**config.mk**
```make
export PLATFORM = sky130hd
export DESIGN_NAME = i2c_req_arbiter_flat
export DESIGN_NICKNAME = d
export VERILOG_FILES = /design/src/rtl/i2c_req_arbiter_if.sv /design/src/rtl/i2c_req_arbiter.sv /design/src/flat_wrapper.sv
export SDC_FILE = /design/constraint.sdc
export NUM_CORES = 1
export LEC_CHECK = 0
export ABC_AREA = 1
export CAP_MARGIN = 5
export CORE_UTILIZATION = 30
export DETAILED_ROUTE_END_ITERATION = 8
export PLACE_DENSITY = 0.64
export SYNTH_ARGS = -nofsm -noshare
export SYNTH_HDL_FRONTEND = slang
export SYNTH_SLANG_ARGS = --single-unit
```
**constraint.sdc**
```tcl
create_clock -name clk -period 2.3 [get_ports clk]
set_input_delay 0.46 -clock clk [delete_from_list [all_inputs] [get_ports clk]]
set_output_delay 0.46 -clock clk [all_outputs]
set_load 0.01 [all_outputs]
```
**src/rtl/i2c_req_arbiter_if.sv**
```systemverilog
// Request/response and I2C-master command signals shared by the arbiter and its clients.
// slave is the arbiter's view; master is the clients' and I2C master's view.
interface i2c_req_arbiter_if #(
    parameter int unsigned NREQ = 4
);
    logic [NREQ-1:0]   req_valid;
    logic [7*NREQ-1:0] req_addr;
    logic [NREQ-1:0]   req_rw;
    logic [8*NREQ-1:0] req_wdata;
    logic [NREQ-1:0]   req_ready;
    logic [NREQ-1:0]   rsp_valid;
    logic              rsp_nack;
    logic              rsp_timeout;
    logic [7:0]        rsp_rdata;
    logic              m_start;
    logic [6:0]        m_addr;
    logic              m_rw;
    logic [7:0]        m_wdata;
    logic              m_abort;
    logic              m_done;
    logic              m_nack;
    logic [7:0]        m_rdata;

    modport slave (
        input  req_valid, req_addr, req_rw, req_wdata, m_done, m_nack, m_rdata,
        output req_ready, rsp_valid, rsp_nack, rsp_timeout, rsp_rdata,
               m_start, m_addr, m_rw, m_wdata, m_abort
    );

    modport master (
        output req_valid, req_addr, req_rw, req_wdata, m_done, m_nack, m_rdata,
        input  req_ready, rsp_valid, rsp_nack, rsp_timeout, rsp_rdata,
               m_start, m_addr, m_rw, m_wdata, m_abort
    );
endinterface

```
**src/rtl/i2c_req_arbiter.sv**
```systemverilog
// Round-robin scheduler sharing one I2C byte-transaction master among NREQ requesters,
// with a completion timeout that abandons a stuck transfer.
module i2c_req_arbiter #(
    parameter int unsigned NREQ    = 4,
    parameter int unsigned TIMEOUT = 1024
) (
    input  logic            clk,
    input  logic            reset,
    i2c_req_arbiter_if.slave bus,
    output logic            busy
);
    localparam int unsigned GW = $clog2(NREQ);
    localparam int unsigned TW = $clog2(TIMEOUT);

    typedef enum logic [2:0] {
        S_IDLE,
        S_GRANT,
        S_ISSUE,
        S_WAIT,
        S_RESP
    } state_e;

    state_e        state_q, state_d;
    logic [GW-1:0] last_grant_q, last_grant_d;
    logic [GW-1:0] grant_q, grant_d;
    logic [TW-1:0] timer_q, timer_d;
    logic [6:0]    m_addr_q, m_addr_d;
    logic          m_rw_q, m_rw_d;
    logic [7:0]    m_wdata_q, m_wdata_d;
    logic          rsp_nack_q, rsp_nack_d;
    logic          rsp_timeout_q, rsp_timeout_d;
    logic [7:0]    rsp_rdata_q, rsp_rdata_d;

    logic [GW-1:0] winner;
    logic [GW-1:0] cand;
    logic          found;

    // First set request at or after last_grant+1, wrapping modulo NREQ
    always_comb begin
        winner = '0;
        cand   = '0;
        found  = 1'b0;
        for (int unsigned k = 1; k <= NREQ; k++) begin
            cand = GW'((32'(last_grant_q) + k) % NREQ);
            if (!found && bus.req_valid[cand]) begin
                found  = 1'b1;
                winner = cand;
            end
        end
    end

    always_comb begin
        state_d       = state_q;
        last_grant_d  = last_grant_q;
        grant_d       = grant_q;
        timer_d       = timer_q;
        m_addr_d      = m_addr_q;
        m_rw_d        = m_rw_q;
        m_wdata_d     = m_wdata_q;
        rsp_nack_d    = rsp_nack_q;
        rsp_timeout_d = rsp_timeout_q;
        rsp_rdata_d   = rsp_rdata_q;
        unique case (state_q)
            S_IDLE: begin
                if (found) begin
                    grant_d   = winner;
                    m_addr_d  = bus.req_addr[32'(winner) * 7 +: 7];
                    m_rw_d    = bus.req_rw[winner];
                    m_wdata_d = bus.req_wdata[32'(winner) * 8 +: 8];
                    state_d   = S_GRANT;
                end
            end
            S_GRANT: state_d = S_ISSUE;
            S_ISSUE: begin
                timer_d = '0;
                state_d = S_WAIT;
            end
            S_WAIT: begin
                // A completion on the final timer cycle takes priority over the timeout
                if (bus.m_done) begin
                    rsp_nack_d    = bus.m_nack;
                    rsp_timeout_d = 1'b0;
                    rsp_rdata_d   = bus.m_rdata;
                    state_d       = S_RESP;
                end else if (timer_q == TW'(TIMEOUT - 1)) begin
                    rsp_nack_d    = 1'b1;
                    rsp_timeout_d = 1'b1;
                    rsp_rdata_d   = '0;
                    state_d       = S_RESP;
                end else begin
                    timer_d = timer_q + 1'b1;
                end
            end
            S_RESP: begin
                last_grant_d = grant_q;
                state_d      = S_IDLE;
            end
            default: state_d = S_IDLE;
        endcase
    end

    always_ff @(posedge clk) begin
        if (reset) begin
            state_q       <= S_IDLE;
            last_grant_q  <= GW'(NREQ - 1);
            grant_q       <= '0;
            timer_q       <= '0;
            m_addr_q      <= '0;
            m_rw_q        <= 1'b0;
            m_wdata_q     <= '0;
            rsp_nack_q    <= 1'b0;
            rsp_timeout_q <= 1'b0;
            rsp_rdata_q   <= '0;
        end else begin
            state_q       <= state_d;
            last_grant_q  <= last_grant_d;
            grant_q       <= grant_d;
            timer_q       <= timer_d;
            m_addr_q      <= m_addr_d;
            m_rw_q        <= m_rw_d;
            m_wdata_q     <= m_wdata_d;
            rsp_nack_q    <= rsp_nack_d;
            rsp_timeout_q <= rsp_timeout_d;
            rsp_rdata_q   <= rsp_rdata_d;
        end
    end

    always_comb begin
        bus.req_ready = '0;
        bus.rsp_valid = '0;
        if (state_q == S_GRANT) bus.req_ready[grant_q] = 1'b1;
        if (state_q == S_RESP)  bus.rsp_valid[grant_q] = 1'b1;
    end

    assign bus.m_start     = (state_q == S_ISSUE);
    assign bus.m_abort     = (state_q == S_RESP) && rsp_timeout_q;
    assign bus.m_addr      = m_addr_q;
    assign bus.m_rw        = m_rw_q;
    assign bus.m_wdata     = m_wdata_q;
    assign bus.rsp_nack    = rsp_nack_q;
    assign bus.rsp_timeout = rsp_timeout_q;
    assign bus.rsp_rdata   = rsp_rdata_q;
    assign busy            = (state_q != S_IDLE);
endmodule
```
**src/flat_wrapper.sv**
```systemverilog
// flat-port wrapper written by rule: the top's interface ports become plain ports
module i2c_req_arbiter_flat 
#(
    parameter int unsigned NREQ    = 4,
    parameter int unsigned TIMEOUT = 1024
)
  (clk, reset, busy, bus_req_valid, bus_req_addr, bus_req_rw, bus_req_wdata, bus_m_done, bus_m_nack, bus_m_rdata, bus_req_ready, bus_rsp_valid, bus_rsp_nack, bus_rsp_timeout, bus_rsp_rdata, bus_m_start, bus_m_addr, bus_m_rw, bus_m_wdata, bus_m_abort);
  i2c_req_arbiter_if #(.NREQ(NREQ)) bus_i ();
  input  logic clk;
  input  logic reset;
  output logic busy;
  input wire logic [$bits(bus_i.req_valid)-1:0] bus_req_valid;
  input wire logic [$bits(bus_i.req_addr)-1:0] bus_req_addr;
  input wire logic [$bits(bus_i.req_rw)-1:0] bus_req_rw;
  input wire logic [$bits(bus_i.req_wdata)-1:0] bus_req_wdata;
  input wire logic [$bits(bus_i.m_done)-1:0] bus_m_done;
  input wire logic [$bits(bus_i.m_nack)-1:0] bus_m_nack;
  input wire logic [$bits(bus_i.m_rdata)-1:0] bus_m_rdata;
  output wire logic [$bits(bus_i.req_ready)-1:0] bus_req_ready;
  output wire logic [$bits(bus_i.rsp_valid)-1:0] bus_rsp_valid;
  output wire logic [$bits(bus_i.rsp_nack)-1:0] bus_rsp_nack;
  output wire logic [$bits(bus_i.rsp_timeout)-1:0] bus_rsp_timeout;
  output wire logic [$bits(bus_i.rsp_rdata)-1:0] bus_rsp_rdata;
  output wire logic [$bits(bus_i.m_start)-1:0] bus_m_start;
  output wire logic [$bits(bus_i.m_addr)-1:0] bus_m_addr;
  output wire logic [$bits(bus_i.m_rw)-1:0] bus_m_rw;
  output wire logic [$bits(bus_i.m_wdata)-1:0] bus_m_wdata;
  output wire logic [$bits(bus_i.m_abort)-1:0] bus_m_abort;
  assign bus_i.req_valid = bus_req_valid;
  assign bus_i.req_addr = bus_req_addr;
  assign bus_i.req_rw = bus_req_rw;
  assign bus_i.req_wdata = bus_req_wdata;
  assign bus_i.m_done = bus_m_done;
  assign bus_i.m_nack = bus_m_nack;
  assign bus_i.m_rdata = bus_m_rdata;
  assign bus_req_ready = bus_i.req_ready;
  assign bus_rsp_valid = bus_i.rsp_valid;
  assign bus_rsp_nack = bus_i.rsp_nack;
  assign bus_rsp_timeout = bus_i.rsp_timeout;
  assign bus_rsp_rdata = bus_i.rsp_rdata;
  assign bus_m_start = bus_i.m_start;
  assign bus_m_addr = bus_i.m_addr;
  assign bus_m_rw = bus_i.m_rw;
  assign bus_m_wdata = bus_i.m_wdata;
  assign bus_m_abort = bus_i.m_abort;
  i2c_req_arbiter #(.NREQ(NREQ), .TIMEOUT(TIMEOUT)) u_core (.clk(clk), .reset(reset), .bus(bus_i), .busy(busy));
endmodule
```
==> results_dict.tcl, run 1 <==
set metrics [dict create \
    clock_latency_ns 0.30 \
    synth_edf_count 0 \
    syn_area_um2 2726 \
    cp-start-kind "flip-flop" \
    cts_made_buffers 5 \
    ff2ff_setup_slack_ns 0.27 \
    area_delta_synth_final_pct 54.02 \
    dp_hpwl_um 5957 \
    fin_nets 651 \
    crit_path_max_fanout 4 \
    vdd_drop_max_mv 0.2528 \
    synth_top_area_share 0.3157 \
    path_class "flip-flop to primary output" \
    synth_largest_area_cell "dfxtp_1" \
    start_util 0.3111 \
    num_antenna_cells 0 \
    port_buffers 116 \
    syn_nets 533 \
    core-area_um2 8763 \
    slew_headroom 0.6048 \
    period_needed_ns 2.158 \
    antenna_found_initial 0 \
    row_count 34 \
    holdPathStages 1 \
    synthAdderAreaFrac 0.004589 \
    crit_path_top_delay_cell "clkdlybuf4s50_1" \
    synth_cell_types 32 \
    ys_seq_area_frac 0.3157 \
    leakage_uw 0.001973 \
    r2r-start "u_core.timer_q[0]$_SDFFE_PP0P_" \
    arrival_ns 1.70 \
    cap_violations 0 \
    die_h_um 97.33 \
    die_w_um 97.33 \
    status "completed" \
    ys_warn_count 0 \
    route.detailed.drc 0 \
    synthCells 452 \
    regToRegEndpoint "u_core.bus.rsp_rdata[1]$_SDFFE_PP0P_" \
    crit_chain "inv_1 > nor3_2 > inv_1 > nor3_2 > clkdlybuf4s50_1" \
    synth_xor_area_frac 0.006425 \
    synth_most_common_cell "nand2_1" \
    clk_pin_slew_ns 0.09 \
    ys_ff_latch 43 \
    clock_path_buffers 2 \
    cts_root_buffer "clkbuf_8" \
    htree_levels 2 \
    cts_tree "done" \
    endpoint_kind "primary output" \
    fin_hold_ws_ns 0.4563 \
    hp-class "flip-flop to flip-flop" \
    synth_top_family_by_area "simple AND/OR/NAND/NOR gates" \
    hold_violations 0 \
    grt_max_degree 24 \
    async_reset_ff_frac 0 \
    routedWlPerCell_um 11.49 \
    syn_area_per_cell_um2 6.032 \
    ys_top_cells_by_area "dfxtp_1 (32%), nand2_1 (18%), nor2_1 (12%)" \
    ff2ff_path_depth 12 \
    fmax_ghz 0.4634 \
    wirelength_um 7804 \
    rsz0062_at_grt "false" \
    hp-start "u_core.state_q[2]$_SDFFE_PP0P_" \
    drtAntennaViolNets 0 \
    first_pass_iters 4 \
    hold_path_end "u_core.state_q[1]$_SDFFE_PP0P_" \
    yosys.area_share.simple 0.4759 \
    required_ns 1.84 \
    max_stage_delay_ns 0.57 \
    synth_compound_area_frac 0.07113 \
    die_area_um2 9473 \
    min_period_over_period 0.9383 \
    synthTopCellsByCount "nand2_1 (134), nor2_1 (89), inv_1 (49), dfxtp_1 (43), nand3_1 (42)" \
    drt-initial-drc-count 119 \
    globalRouteTotalUtil 0.1638 \
    powerDensity_nw_per_um2 518.6 \
    gp_congestion 0.8406 \
    drive_gt1_frac 0.09982 \
    setup_viol 0 \
    final_max_slew_viol_count 0 \
    worst_pin_slew_ns 0.5906 \
    grt_pass1_wl_um 13070 \
    finalSetupTns_ns 0 \
    overflow 0 \
    drt-vias-per-instance 4.546 \
    vias 3087 \
    fillers 887 \
    synthMuxAreaShare 0 \
    fin_skew_ns 0.01199 \
    ioPinCount 117 \
    grt_pass1_vias 2924 \
    synth_flop_cell "dfxtp_1" \
    cts_sinks 43 \
]
## worst max path at each step
stage / start / to / slack [ns] / cells past startpoint
final: u_core.state_q[2]$_SDFFE_PP0P_ / bus_rsp_valid[0] / 0.14 / 5
after global routing: u_core.state_q[2]$_SDFFE_PP0P_ / bus_rsp_valid[0] / 0.03 / 5
after CTS: u_core.state_q[0]$_SDFFE_PP0P_ / bus_req_ready[0] / 0.04 / 5
after detailed placement: bus_req_valid[1] / u_core.bus.m_addr[6]$_SDFFE_PP0P_ / 0.002 / 14
after global placement: bus_req_valid[3] / u_core.bus.m_addr[2]$_SDFFE_PP0P_ / 0.03 / 16
after floorplan: u_core.timer_q[0]$_SDFFE_PP0P_ / u_core.timer_q[8]$_SDFFE_PP0P_ / 0.55 / 13
## cells by family (layout without fill, tap and decap cells)
family / after synthesis / in the layout
DFF: 43 / 43
buffers and inverters: 74 / 193
xor gates and xnor gates: 2 / 2
and+or+nand+nor: 301 / 301
adders and majority gates: 1 / 1
AOI/OAI and AO/OA: 31 / 31
## layer usage
| metal | GRT usage | vias up | routed length, um |
|---|---|---|---|
| met5 | 0 | - | 0 |
| met4 | 0.04186 | 0 | 69 |
| met3 | 0.03381 | 4 | 480 |
| met2 | 0.2833 | 91 | 3619 |
| met1 | 0.2069 | 1356 | 3635 |
| li1 | - | 1636 | - |
## worst max-delay path, delay by kind of cell, from the launching register on
kind | cells | cell delay [ns]
buffers and inverters | 3 | 0.75
AND/OR/NAND/NOR | 2 | 0.29
flip-flops | 1 | 0.37
## flip-flops by register name (all words and copies together) (netlist names), 2 cells and up
signal / cells
u_core.bus.m_wdata: 8
u_core.bus.m_addr: 7
u_core.grant_q: 2
u_core.timer_q: 10
u_core.state_q: 3
u_core.bus.rsp_rdata: 8
u_core.last_grant_q: 2
## power by group
part | switching [uW] | internal [uW]
registers | 43.1 | 803
clock network | 291 | 327
logic | 339 | 375
total | 673 | 1500
## cell type report
cell class              count  area [um2]  area share
well taps                 108       135.1     0.03218
flip-flops and latches     43       863.3      0.2056
repair buffers            129        1319      0.3141
clock buffers               5       68.82     0.01639
multi-input cells         335        1546      0.3683
inverters                  56       220.2     0.05244
clock inverters             3       46.29     0.01103
## stage by stage
step	setup slack, ns	util	power [uW]	std cells	cell area (um2)
after floorplan	0.5486	-	1219	452	2726
after global placement	0.03230	0.4617	1568	671	4046
after detailed placement	0.001615	0.4617	1575	671	4046
after CTS	0.03745	0.4760	2196	679	4172
after global routing	0.02609	0.4792	2312	679	4199
final	0.1420	0.4792	2178	679	4199
## cells in the final DEF (no fill, tap or decap), drive strengths merged
cell type and n:
dlymetal6s2s 4, nor3 12, nand4 2, a211oi 2
and3 1, clkinvlp 1, o211ai 2, nor4 1
o21ai 8, nor2 93, nand2 148, buf 13
xor2 1, bufinv 1, ha 1, o221ai 1
clkbuf 5, nand3 43, a22oi 8, dfxtp 43
a21oi 10, inv 57, nor3b 1, xnor2 1
clkdlybuf4s50 112
## timing repair
action                     CTS  global route
resized for setup            2            11
setup endpoints to repair    4            18
hold buffers                 0             0
setup buffers                0             0
pin swaps                    0             0
No activity file was read; power rests on OpenSTA's default activity.
==> inputs of run 2 (changes only) <==
Settings changed: MAX_ROUTING_LAYER set to met4.
==> run 2 against run 1 <==
Worst hold slack got worse by 0.0055 ns. Count of clock-buffer cells in the layout unchanged. Non-clock buffer count unchanged. Total power increased by 0.28%. Register-to-register slack got worse by 0.02 ns. Global-route usage increased by 1.1 points. Combinational power about the same. Sequential share of layout area about the same. Routed wire length increased by 1.5%.
==> results_dict.tcl, run 2 (synthesized netlist as in run 1, its figures left out) <==
set metrics [dict create \
    switching_share 0.3106 \
    power_switching_uw 678.4 \
    die_area_um2 9473 \
    globalRouteTotalUtil 0.1745 \
    rsz0062_at_grt "false" \
    m1WireLength_um 3638 \
    power.total_uw 2184 \
    route.detailed.drc 0 \
    top_layer_used "met4" \
    cap_violations 0 \
    fin_util 0.4787 \
    p_clk_frac 0.288 \
    drive_gt1_frac 0.09982 \
    vias 3069 \
    wl_met2_um 3693 \
    ioPinCount 117 \
    port_buffers 116 \
    min_period_over_period 0.9549 \
    antenna_found_initial 0 \
    final_max_slew_viol_count 0 \
    first_pass_iters 4 \
    setup_viol 0 \
    hp-class "flip-flop to flip-flop" \
    pwr-share-comb 0.325 \
    cp-start-kind "flip-flop" \
    met3_wirelength_um 432 \
    status "completed" \
    clock_latency_ns 0.30 \
    fin_nets 651 \
    regToRegEndpoint "u_core.bus.rsp_rdata[0]$_SDFFE_PP0P_" \
    die_h_um 97.33 \
    core-area_um2 8763 \
    cts_tree "done" \
    routedWlPerCell_um 11.66 \
    drt-initial-drc-count 114 \
    die_w_um 97.33 \
    vdd_drop_max_mv 0.2377 \
    required_ns 1.84 \
    cts_root_buffer "clkbuf_8" \
    area_delta_synth_final_pct 53.88 \
    num_antenna_cells 0 \
    cts_setup_buffers 0 \
    dp_hpwl_um 6026 \
    slew_headroom 0.5939 \
    layout_common_cells "nand2_1 (132), clkdlybuf4s50_1 (111), nor2_1 (87)" \
    grt_pass1_wl_um 13410 \
    clk_pin_slew_ns 0.10 \
    p_int_uw 1506 \
    fin_skew_ns 0.009424 \
    final_common_cell "nand2_1" \
    endpoint_kind "primary output" \
    htree_levels 2 \
    ff2ff_path_depth 12 \
    fin_hold_ws_ns 0.4507 \
    cts_made_buffers 5 \
    overflow 0 \
    row_count 34 \
    cts_sinks 43 \
    hold_violations 0 \
    grt_pass1_vias 2998 \
    r2r-start "u_core.timer_q[1]$_SDFFE_PP0P_" \
    clock_path_buffers 2 \
    startpoint "u_core.state_q[2]$_SDFFE_PP0P_" \
    gp_congestion 0.8531 \
    wirelength_um 7919 \
    path_class "flip-flop to primary output" \
    fmax_ghz 0.4553 \
    power_frac_seq 0.387 \
    top_register "u_core.timer_q" \
    arrival_ns 1.74 \
    crit_path_max_fanout 4 \
    grt_max_degree 24 \
    powerDensity_nw_per_um2 520.6 \
    start_util 0.3111 \
    endpoint "bus_rsp_valid[0]" \
    ff2ff_setup_slack_ns 0.25 \
    worst_pin_slew_ns 0.6070 \
    period_needed_ns 2.196 \
    leakage_uw 0.001977 \
    largest_reg_flops 10 \
    drtAntennaViolNets 0 \
    drt-vias-per-instance 4.520 \
]
==> run 2: cell count changes in the layout (fill, tap and decap cells not counted), sizes merged <==
cell           previous run  this run
dlygate4sd2               0         1
clkinv                    0         1
clkdlybuf4s50           112       111
clkinvlp                  1         0
==> run 2: repair_timing <==
item | 4_1_cts | 5_1_grt
hold buffers | 0 | 0
resized for setup | 3 | 11
gates cloned | 0 | 0
hold endpoints to repair | 0 | 0
setup endpoints to repair | 4 | 25
==> run 2: final cells by class <==
class	count	area, um2
fill	898	4568
sequential	43	864.6
inverter	56	220.2
clock inverter	3	47.55
clock buffer	5	68.82
timing repair buffer	129	1318
multi-input combinational	335	1541
tap	108	135.1
==> run 2: metrics by stage <==
step           worst slack (ns)    TNS, ns  instance area (um2)  cells
6_report                 0.1038          0                 4195    679
3_3_place_gp            0.04183          0                 4046    671
3_5_place_dp          -0.004028  -0.006791                 4046    671
4_1_cts                 0.04614          0                 4172    679
5_1_grt                0.004008          0                 4195    679
2_1_floorplan            0.5486          0                 2726    452
==> run 2: worst min path at each step <==
stage,start,end,slack [ns],cells after the start
2_1_floorplan,u_core.state_q[2]$_SDFFE_PP0P_,u_core.state_q[1]$_SDFFE_PP0P_,0.45,1
5_1_grt,u_core.state_q[2]$_SDFFE_PP0P_,u_core.state_q[1]$_SDFFE_PP0P_,0.47,1
6_report,u_core.state_q[2]$_SDFFE_PP0P_,u_core.state_q[1]$_SDFFE_PP0P_,0.45,1
3_5_place_dp,u_core.state_q[2]$_SDFFE_PP0P_,u_core.state_q[1]$_SDFFE_PP0P_,0.48,1
4_1_cts,u_core.state_q[2]$_SDFFE_PP0P_,u_core.state_q[1]$_SDFFE_PP0P_,0.49,1
3_3_place_gp,u_core.timer_q[2]$_SDFFE_PP0P_,u_core.timer_q[2]$_SDFFE_PP0P_,0.46,2
==> run 2: metal layers <==
layer | global-route usage | vias to the layer above
li1 | - | 1633
met3 | 0.03381 | 12
met4 | 0.05543 | 0
met2 | 0.2920 | 89
met5 | - | -
met1 | 0.2118 | 1335
==> run 2: worst max-delay path, stage by stage, from the launching register on <==
cell	delay, ns
dfxtp_2	0.36
inv_1	0.08
nor3_2	0.13
inv_1	0.12
nor3_2	0.17
clkdlybuf4s50_1	0.58
==> run 2: power by group through the flow <==
stage / Sequential (uW) / Clock [uW] / Combinational (uW)
6_report: 845 / 628 / 710
5_1_grt: 854 / 674 / 792
4_1_cts: 844 / 638 / 718
3_5_place_dp: 859 / 0 / 715
3_3_place_gp: 858 / 0 / 710
2_1_floorplan: 874 / 0 / 345
==> inputs of run 3 (changes only) <==
Settings changed: SLEW_MARGIN set to 20.
==> results of run 3 <==
Final layout, timing and power as in run 2 (identical DEF).
